**config.mk**
```make
export PLATFORM = sky130hd
export DESIGN_NAME = approx_mul_fixup
export DESIGN_NICKNAME = d
export VERILOG_FILES = /design/src/rtl/approx_mul_fixup.sv
export SDC_FILE = /design/constraint.sdc
export NUM_CORES = 1
export LEC_CHECK = 0
export ABC_CLOCK_PERIOD_IN_PS = 2940
export CELL_PAD_IN_SITES_DETAIL_PLACEMENT = 1
export CELL_PAD_IN_SITES_GLOBAL_PLACEMENT = 1
export CORE_MARGIN = 3
export CORE_UTILIZATION = 33
export DETAILED_ROUTE_END_ITERATION = 10
export PLACE_DENSITY_LB_ADDON = 0.08
export SYNTH_ARGS = -nofsm -noshare
export SYNTH_HDL_FRONTEND = slang
export SYNTH_SLANG_ARGS = --single-unit
export TNS_END_PERCENT = 20
```
**constraint.sdc**
```tcl
create_clock -name clk -period 2.94 [get_ports clk]
set_input_delay 0.294 -clock clk [delete_from_list [all_inputs] [get_ports clk]]
set_output_delay 0.294 -clock clk [all_outputs]
set_load 0.005 [all_outputs]
```
**src/rtl/approx_mul_fixup.sv**
```systemverilog
// Post-processing for the approximate FP32 multiplier: specials, exponent range fixup, FTZ, exception counters.
// Latency 2 cycles, 1/cycle throughput; valid/ready with full hold of both stages on out_ready=0.
module approx_mul_fixup #(
    parameter int          CNT_W = 16,
    parameter int          BIAS  = 127,
    parameter logic [31:0] QNAN  = 32'h7FC00000
) (
    input  logic             clk,
    input  logic             rst,
    input  logic             in_valid,
    output logic             in_ready,
    input  logic [31:0]      a,
    input  logic [31:0]      b,
    input  logic [31:0]      raw_y,
    input  logic [1:0]       norm,
    output logic             out_valid,
    input  logic             out_ready,
    output logic [31:0]      y,
    output logic [3:0]       flags,
    input  logic             cnt_clr,
    output logic [CNT_W-1:0] nan_cnt,
    output logic [CNT_W-1:0] ovf_cnt,
    output logic [CNT_W-1:0] unf_cnt
);

    logic              w_adv1, w_adv2, w_in_hs, w_out_hs;
    logic [7:0]        w_ea, w_eb;
    logic              w_zero_a, w_zero_b, w_inf_a, w_inf_b, w_nan_a, w_nan_b;
    logic signed [10:0] w_ew;
    logic              w_unused_raw;

    logic              r_s1_valid;
    logic              r_s1_sgn;
    logic              r_s1_inv;
    logic              r_s1_inf;
    logic              r_s1_zero;
    logic signed [10:0] r_s1_ew;
    logic [22:0]       r_s1_man;

    logic              r_s2_valid;
    logic [31:0]       r_y;
    logic [3:0]        r_flags;
    logic [31:0]       w_y;
    logic [3:0]        w_flags;

    logic [CNT_W-1:0]  r_nan_cnt, r_ovf_cnt, r_unf_cnt;
    logic [CNT_W-1:0]  w_one;

    assign w_adv2   = !r_s2_valid | out_ready;
    assign w_adv1   = !r_s1_valid | w_adv2;
    assign in_ready = w_adv1;
    assign w_in_hs  = in_valid & w_adv1;
    assign w_out_hs = r_s2_valid & out_ready;

    // Only the mantissa of the core's raw result is trusted; its exponent may have wrapped.
    assign w_unused_raw = ^raw_y[31:23];

    assign w_ea     = a[30:23];
    assign w_eb     = b[30:23];
    assign w_zero_a = (w_ea == 8'd0);
    assign w_zero_b = (w_eb == 8'd0);
    assign w_inf_a  = (w_ea == 8'hFF) && (a[22:0] == 23'd0);
    assign w_inf_b  = (w_eb == 8'hFF) && (b[22:0] == 23'd0);
    assign w_nan_a  = (w_ea == 8'hFF) && (a[22:0] != 23'd0);
    assign w_nan_b  = (w_eb == 8'hFF) && (b[22:0] != 23'd0);

    // 11 bits cover -127..386, so the sum never wraps.
    assign w_ew = $signed(11'(w_ea) + 11'(w_eb) + 11'(norm) - 11'(BIAS));

    always_ff @(posedge clk) begin
        if (rst) begin
            r_s1_valid <= 1'b0;
            r_s1_sgn   <= 1'b0;
            r_s1_inv   <= 1'b0;
            r_s1_inf   <= 1'b0;
            r_s1_zero  <= 1'b0;
            r_s1_ew    <= '0;
            r_s1_man   <= '0;
        end else if (w_adv1) begin
            r_s1_valid <= in_valid;
            if (w_in_hs) begin
                r_s1_sgn  <= a[31] ^ b[31];
                r_s1_inv  <= w_nan_a | w_nan_b | (w_inf_a & w_zero_b) | (w_zero_a & w_inf_b);
                r_s1_inf  <= w_inf_a | w_inf_b;
                r_s1_zero <= w_zero_a | w_zero_b;
                r_s1_ew   <= w_ew;
                r_s1_man  <= raw_y[22:0];
            end
        end
    end

    // flags = {invalid, overflow, underflow, special}; priority order matters.
    always_comb begin
        w_y     = {r_s1_sgn, r_s1_ew[7:0], r_s1_man};
        w_flags = 4'b0000;
        if (r_s1_inv) begin
            w_y     = QNAN;
            w_flags = 4'b1000;
        end else if (r_s1_inf) begin
            w_y     = {r_s1_sgn, 8'hFF, 23'd0};
            w_flags = 4'b0001;
        end else if (r_s1_zero) begin
            w_y     = {r_s1_sgn, 31'd0};
            w_flags = 4'b0001;
        end else if (r_s1_ew >= 11'sd255) begin
            w_y     = {r_s1_sgn, 8'hFF, 23'd0};
            w_flags = 4'b0100;
        end else if (r_s1_ew <= 11'sd0) begin
            w_y     = {r_s1_sgn, 31'd0};
            w_flags = 4'b0010;
        end
    end

    always_ff @(posedge clk) begin
        if (rst) begin
            r_s2_valid <= 1'b0;
            r_y        <= '0;
            r_flags    <= '0;
        end else if (w_adv2) begin
            r_s2_valid <= r_s1_valid;
            if (r_s1_valid) begin
                r_y     <= w_y;
                r_flags <= w_flags;
            end
        end
    end

    assign out_valid = r_s2_valid;
    assign y         = r_y;
    assign flags     = r_flags;

    assign w_one = {{(CNT_W-1){1'b0}}, 1'b1};

    always_ff @(posedge clk) begin
        if (rst || cnt_clr) begin
            r_nan_cnt <= '0;
            r_ovf_cnt <= '0;
            r_unf_cnt <= '0;
        end else if (w_out_hs) begin
            if (r_flags[3] && !(&r_nan_cnt)) r_nan_cnt <= r_nan_cnt + w_one;
            if (r_flags[2] && !(&r_ovf_cnt)) r_ovf_cnt <= r_ovf_cnt + w_one;
            if (r_flags[1] && !(&r_unf_cnt)) r_unf_cnt <= r_unf_cnt + w_one;
        end
    end

    assign nan_cnt = r_nan_cnt;
    assign ovf_cnt = r_ovf_cnt;
    assign unf_cnt = r_unf_cnt;

endmodule

```
# After elaboration in Yosys (flattened, before gate mapping)
# Cells that the tools add are included.
word_totals:
  register_bits: 124
  in_bits: 103
  out_inout_bits: 86
classes:
  add_sub_neg: 6
  magnitude_cmp: 2
  n_eq_ne: 2
  mux: 10
  n_bitwise: 12
  reduce_logical: 27
ops:
  columns: ["cell", "count"]
  rows:
  - ["2-to-1 mux 31 bit", 4]
  - ["adder 16 x 1 -> 16 bit (second input constant)", 3]
  - ["AND reduction 16 bit", 3]
  - ["logical NOT 23 bit", 2]
  - ["nonzero test 23 bit", 2]
  - ["2-to-1 mux 32 bit", 1]
  - ["== test 8 bit (second input constant)", 2]
  - ["logical NOT 8 bit", 2]
  - [">= comparator 11 x 9 -> 1 bit (second input constant)", 1]
  - ["less-or-equal comparator 11 x 1 -> 1 bit (second input constant)", 1]
  - ["subtractor 10 x 7 -> 11 bit (second input constant)", 1]
  - ["adder 9 x 2 -> 10 bit", 1]
  - ["AND reduction 2 bit", 5]
  - ["adder 8 x 8 -> 9 bit", 1]
  - ["2-to-1 mux 3 bit", 3]
  - ["logical AND 1 bit", 7]
  - ["OR 1 bit", 7]
  - ["logical NOT 1 bit", 5]
  - ["AND 1 bit", 4]
  - ["2-to-1 mux 4 bit", 1]
  - ["2-to-1 mux 2 bit", 1]
  - ["logical OR 1 bit", 1]
  - ["bitwise XOR 1 bit", 1]

# Longest topological paths before layout
depth:
  word_depth: 6
  depth_mapped: 10
  ltp_nobuf: 10

# Worst setup path before layout
# Ideal clock, no wire load.
synth_timing:
  kind: "input port to flip-flop"
  start: "input a[24]"
  end: "register r_s1_ew[8]"
  setup_ns: 0.129
  arrival_ns: 2.147
  t_required_ns: 2.811
  setup_slack_ns: 0.664
  cell_stages: 7
  path_cell_list: "fa_1 fa_1 a21oi_1 o2111ai_1 o31ai_1 xor2_1 o31ai_1"
synth_via:
  elab_chain_cells: 3
synth_lines:
  columns: ["item", "line", "source"]
  rows:
  - ["start: declaration", "12", "input logic [31:0] a,"]
  - ["adder 8 x 8 -> 9 bit", "68", "assign w_ew = $signed(11'(w_ea) + 11'(w_eb) + 11'(norm) - 11'(BIAS));"]
  - ["adder 9 x 2 -> 10 bit", "68", null]
  - ["subtractor 10 x 7 -> 11 bit", "68", null]
  - ["end signal: assignment", "86", "r_s1_ew <= w_ew;"]
  - ["end: declaration", "37", "logic signed [10:0] r_s1_ew;"]
# No other way between the ends.
# A chain may end at the register's enable or synchronous reset.

# Worst setup path after layout
# Same ends and word-level chain as after synthesis.

==> impl_metrics.json <==
{
  "report.final.hold_viol_count": 0,
  "vias": 5643,
  "crit_fanout": 3,
  "drtIter0Drc": 264,
  "path_delay_family": "adder cells",
  "ys_ff_latch": 124,
  "setup_viol": 0,
  "pwr-share-clk_pct": 50.3,
  "drc": 0,
  "grt_antenna_before_repair": 0,
  "clock_path_buffers": 2,
  "leakagePower_nw": 2.91,
  "synth-seq-area-share_pct": 43.5,
  "synth_ff_type": "dfxtp_1",
  "slew_viol_final": 0,
  "die-area_um2": 18900,
  "path_cells": "clkdlybuf4s50_1, fa_1, fa_1, a21oi_1, o2111ai_1, o31ai_1, xor2_1, o31ai_1",
  "io_pins": 189,
  "comb_power_share_pct": 11.3,
  "die_w_um": 137,
  "core_um2": 16800,
  "hpwlAfterDp_mm": 13.2,
  "max_freq_mhz": 394,
  "start_util_pct": 34.0,
  "yosys_warnings": 0,
  "rows": 47,
  "cts_buffers": 17,
  "cts_resized": 0,
  "switching_share_pct": 24.0,
  "seqPwrFrac_pct": 38.4,
  "grt_pass1_vias": 5949,
  "synth_edf_count": 0,
  "synth_area_per_cell_um2": 8.27,
  "finalClockSkew_ns": 0.00773,
  "via_per_inst": 5.14,
  "worstPathBufferInverterCount": 1,
  "cts_tree": "yes",
  "grt_max_degree": 81,
  "nNetsFinal": 988,
  "use_met3_pct": 7.30,
  "synth.distinct_cells": 45,
  "finalPower_mw": 4.64,
  "worstSetupPathType": "input port to flip-flop",
  "arrival_ns": 2.81,
  "ctsHoldBuffers": 0,
  "cp-start-kind": "input port",
  "htreeDepth": 4,
  "post-route-period-util_pct": 86.3,
  "use_met1_pct": 21.4,
  "max_cap_violations": 0,
  "synth_nets": 812,
  "drive_above_1_share_pct": 6.04,
  "finalCriticalPeriod_ns": 2.54,
  "wl_mm": 17.5,
  "dr.pass1.iters": 4,
  "cpPeakStageDelay_ns": 0.56,
  "clkTransAtPathRegs_ns": 0.06,
  "internal_power_mw": 3.53,
  "syn_to_final_growth_pct": 47.3,
  "die_height_um": 137,
  "hold_class": "input port to flip-flop",
  "grt_pass1_wl_mm": 28.7,
  "gr-total-overflow": 0,
  "rsz0062_at_grt": "no",
  "diodes": 0,
  "status": "complete, no violations",
  "cp-end-kind": "flip-flop",
  "netlist_area_um2": 5700,
  "num-fill-cells": 1971,
  "slew_headroom_pct": 42.9,
  "gp_congestion": 0.800,
  "routedWlPerCell_um": 16.0,
  "peakVddDrop_uv": 399,
  "crit_required_ns": 3.21,
  "tightest_slew_ns": 0.850,
  "busiest_layer": "met2",
  "postCtsSetupBuffers": 0,
  "p_switching_mw": 1.11,
  "p_per_area_nw_per_um2": 552,
  "port_buffers": 179,
  "antenna_left": 0,
  "critPathSlowestCell": "fa_1",
  "fin_tns_setup_ns": 0,
  "track_usage_pct": 19.1,
  "clk_latency_ns": 0.42,
  "clock-root-buffer": "clkbuf_16",
  "cts_sinks": 124,
  "synth_cells": 689,
  "async_reset_ff_share_pct": 0,
  "met2_usage_pct": 33.7
}
==> cell type report <==
| type | count | area, um^2 | area share, % |
|---|---|---|---|
| repair buffers | 189 | 1870 | 22.3 |
| inverters | 18 | 67.6 | 0.804 |
| clock buffers | 17 | 425 | 5.06 |
| well taps | 220 | 275 | 3.28 |
| multi-input cells | 515 | 3040 | 36.2 |
| flip-flops and latches | 124 | 2480 | 29.6 |
| clock inverters | 15 | 235 | 2.80 |
==> cells in the final DEF, fill, tap and decap left out, types with 3 or more instances in the layout <==
cell type	n
clkdlybuf4s50_1	178
o21bai_1	3
xor2_1	10
a31oi_1	3
o21ai_0	17
nand4_1	20
a31o_2	3
nand3_1	23
inv_1	18
and3_1	4
or3_1	8
a21oi_1	52
and4_1	4
clkinv_4	3
nor4_1	17
a2111oi_0	5
buf_4	9
xnor2_1	30
inv_6	5
and2_1	5
o2111ai_1	3
nand3b_1	4
nand2_1	95
dfxtp_1	124
nor3b_1	4
clkbuf_16	17
ha_1	18
nor3_1	21
mux2i_1	4
a211oi_1	22
a22oi_1	24
nor2_1	93
bufinv_16	5
==> path summary, 6_finish.rpt <==
kind,from,end,slack [ns],cells after the start
hold reg to reg,y[31],y[31],0.45,2
setup / recovery,a[24],r_s1_ew[8],0.40,8
hold / removal,rst,unf_cnt[11],0.29,4
setup reg to reg,nan_cnt[0],nan_cnt[2],0.77,5
==> metal layers <==
metal  vias up  part of all wire [%]
met5         -                     0
met3        16                   7.4
met4         0                   1.1
met1      2653                    42
met2       156                    49
li1       2818                     -
==> state kept, by name, summed over array words and instances, names as in the netlist <==
signal / flops
flags: 4
nan_cnt: 16
out_valid: 1
ovf_cnt: 16
r_s1_ew: 11
r_s1_inf: 1
r_s1_inv: 1
r_s1_man: 23
r_s1_sgn: 1
r_s1_valid: 1
r_s1_zero: 1
unf_cnt: 16
y: 32
==> power groups by stage <==
stage	Sequential (mW)	Combinational, mW	Clock (mW)
global route	1.79	0.585	2.48
floorplan	1.81	0.265	0
global placement	1.81	0.515	0
detailed placement	1.82	0.528	0
CTS	1.78	0.533	2.39
finish	1.78	0.523	2.34
==> logic make-up (layout without fill, tap and decap cells) <==
logic type / after synthesis / after routing / share of synthesized area [%]
AOI/OAI and AO/OA: 143 / 143 / 16.3
xor gates and xnor gates: 40 / 40 / 6.15
adders and majority gates: 20 / 20 / 4.65
buffers and inverters: 50 / 239 / 3.36
DFF: 124 / 124 / 43.5
muxes: 4 / 4 / 0.702
and+or+nand+nor: 308 / 308 / 25.3
==> synthesized netlist by cell type, types with 2 or more instances <==
cell	number	area (um^2)
o21ai_0	17	85.1
nand2_1	95	357
nand4b_1	2	17.5
nand4_1	20	125
o211ai_1	2	15.0
and2_1	5	31.3
ha_1	18	225
buf_2	3	15.0
nor3_1	21	105
a41o_1	2	20.0
clkbuf_1	29	109
a31o_2	3	26.3
mux2i_1	4	40.0
o31ai_1	2	15.0
nand3_1	23	115
nor3b_1	4	30.0
o21bai_1	3	22.5
or2_4	2	17.5
a311oi_1	2	17.5
xnor2_1	30	263
fa_1	2	40.0
inv_1	18	67.6
nor2_1	93	349
o2111ai_1	3	26.3
dfxtp_1	124	2480
nor4_1	17	106
nand3b_1	4	30.0
a31oi_1	3	18.8
a2111oi_0	5	43.8
or3_1	8	50.1
a21oi_1	52	260
a211oi_1	22	165
and4_1	4	35.0
and3_1	4	25.0
a22oi_1	24	180
xor2_1	10	87.6
==> metrics by stage <==
step	utilization (%)	hold WS, ns	instances	area [um^2]	setup slack, ns
2_1_floorplan	-	0.423	689	5700	0.664
3_3_place_gp	46.2	0.442	1066	7740	0.0123
3_5_place_dp	46.2	0.448	1066	7740	-0.0413
4_1_cts	50.1	0.269	1098	8400	0.413
5_1_grt	50.1	0.312	1098	8400	0.203
6_report	50.1	0.287	1098	8400	0.402
==> tightest hold or removal path: cells and delay by family <==
| kind | cells | cell delay (ns) |
|---|---|---|
| buffers and inverters | 1 | 0.11 |
| and+or+nand+nor | 2 | 0.18 |
| AOI/OAI and AO/OA | 1 | 0.06 |
Note: power is estimated with default switching activity, not from simulation.
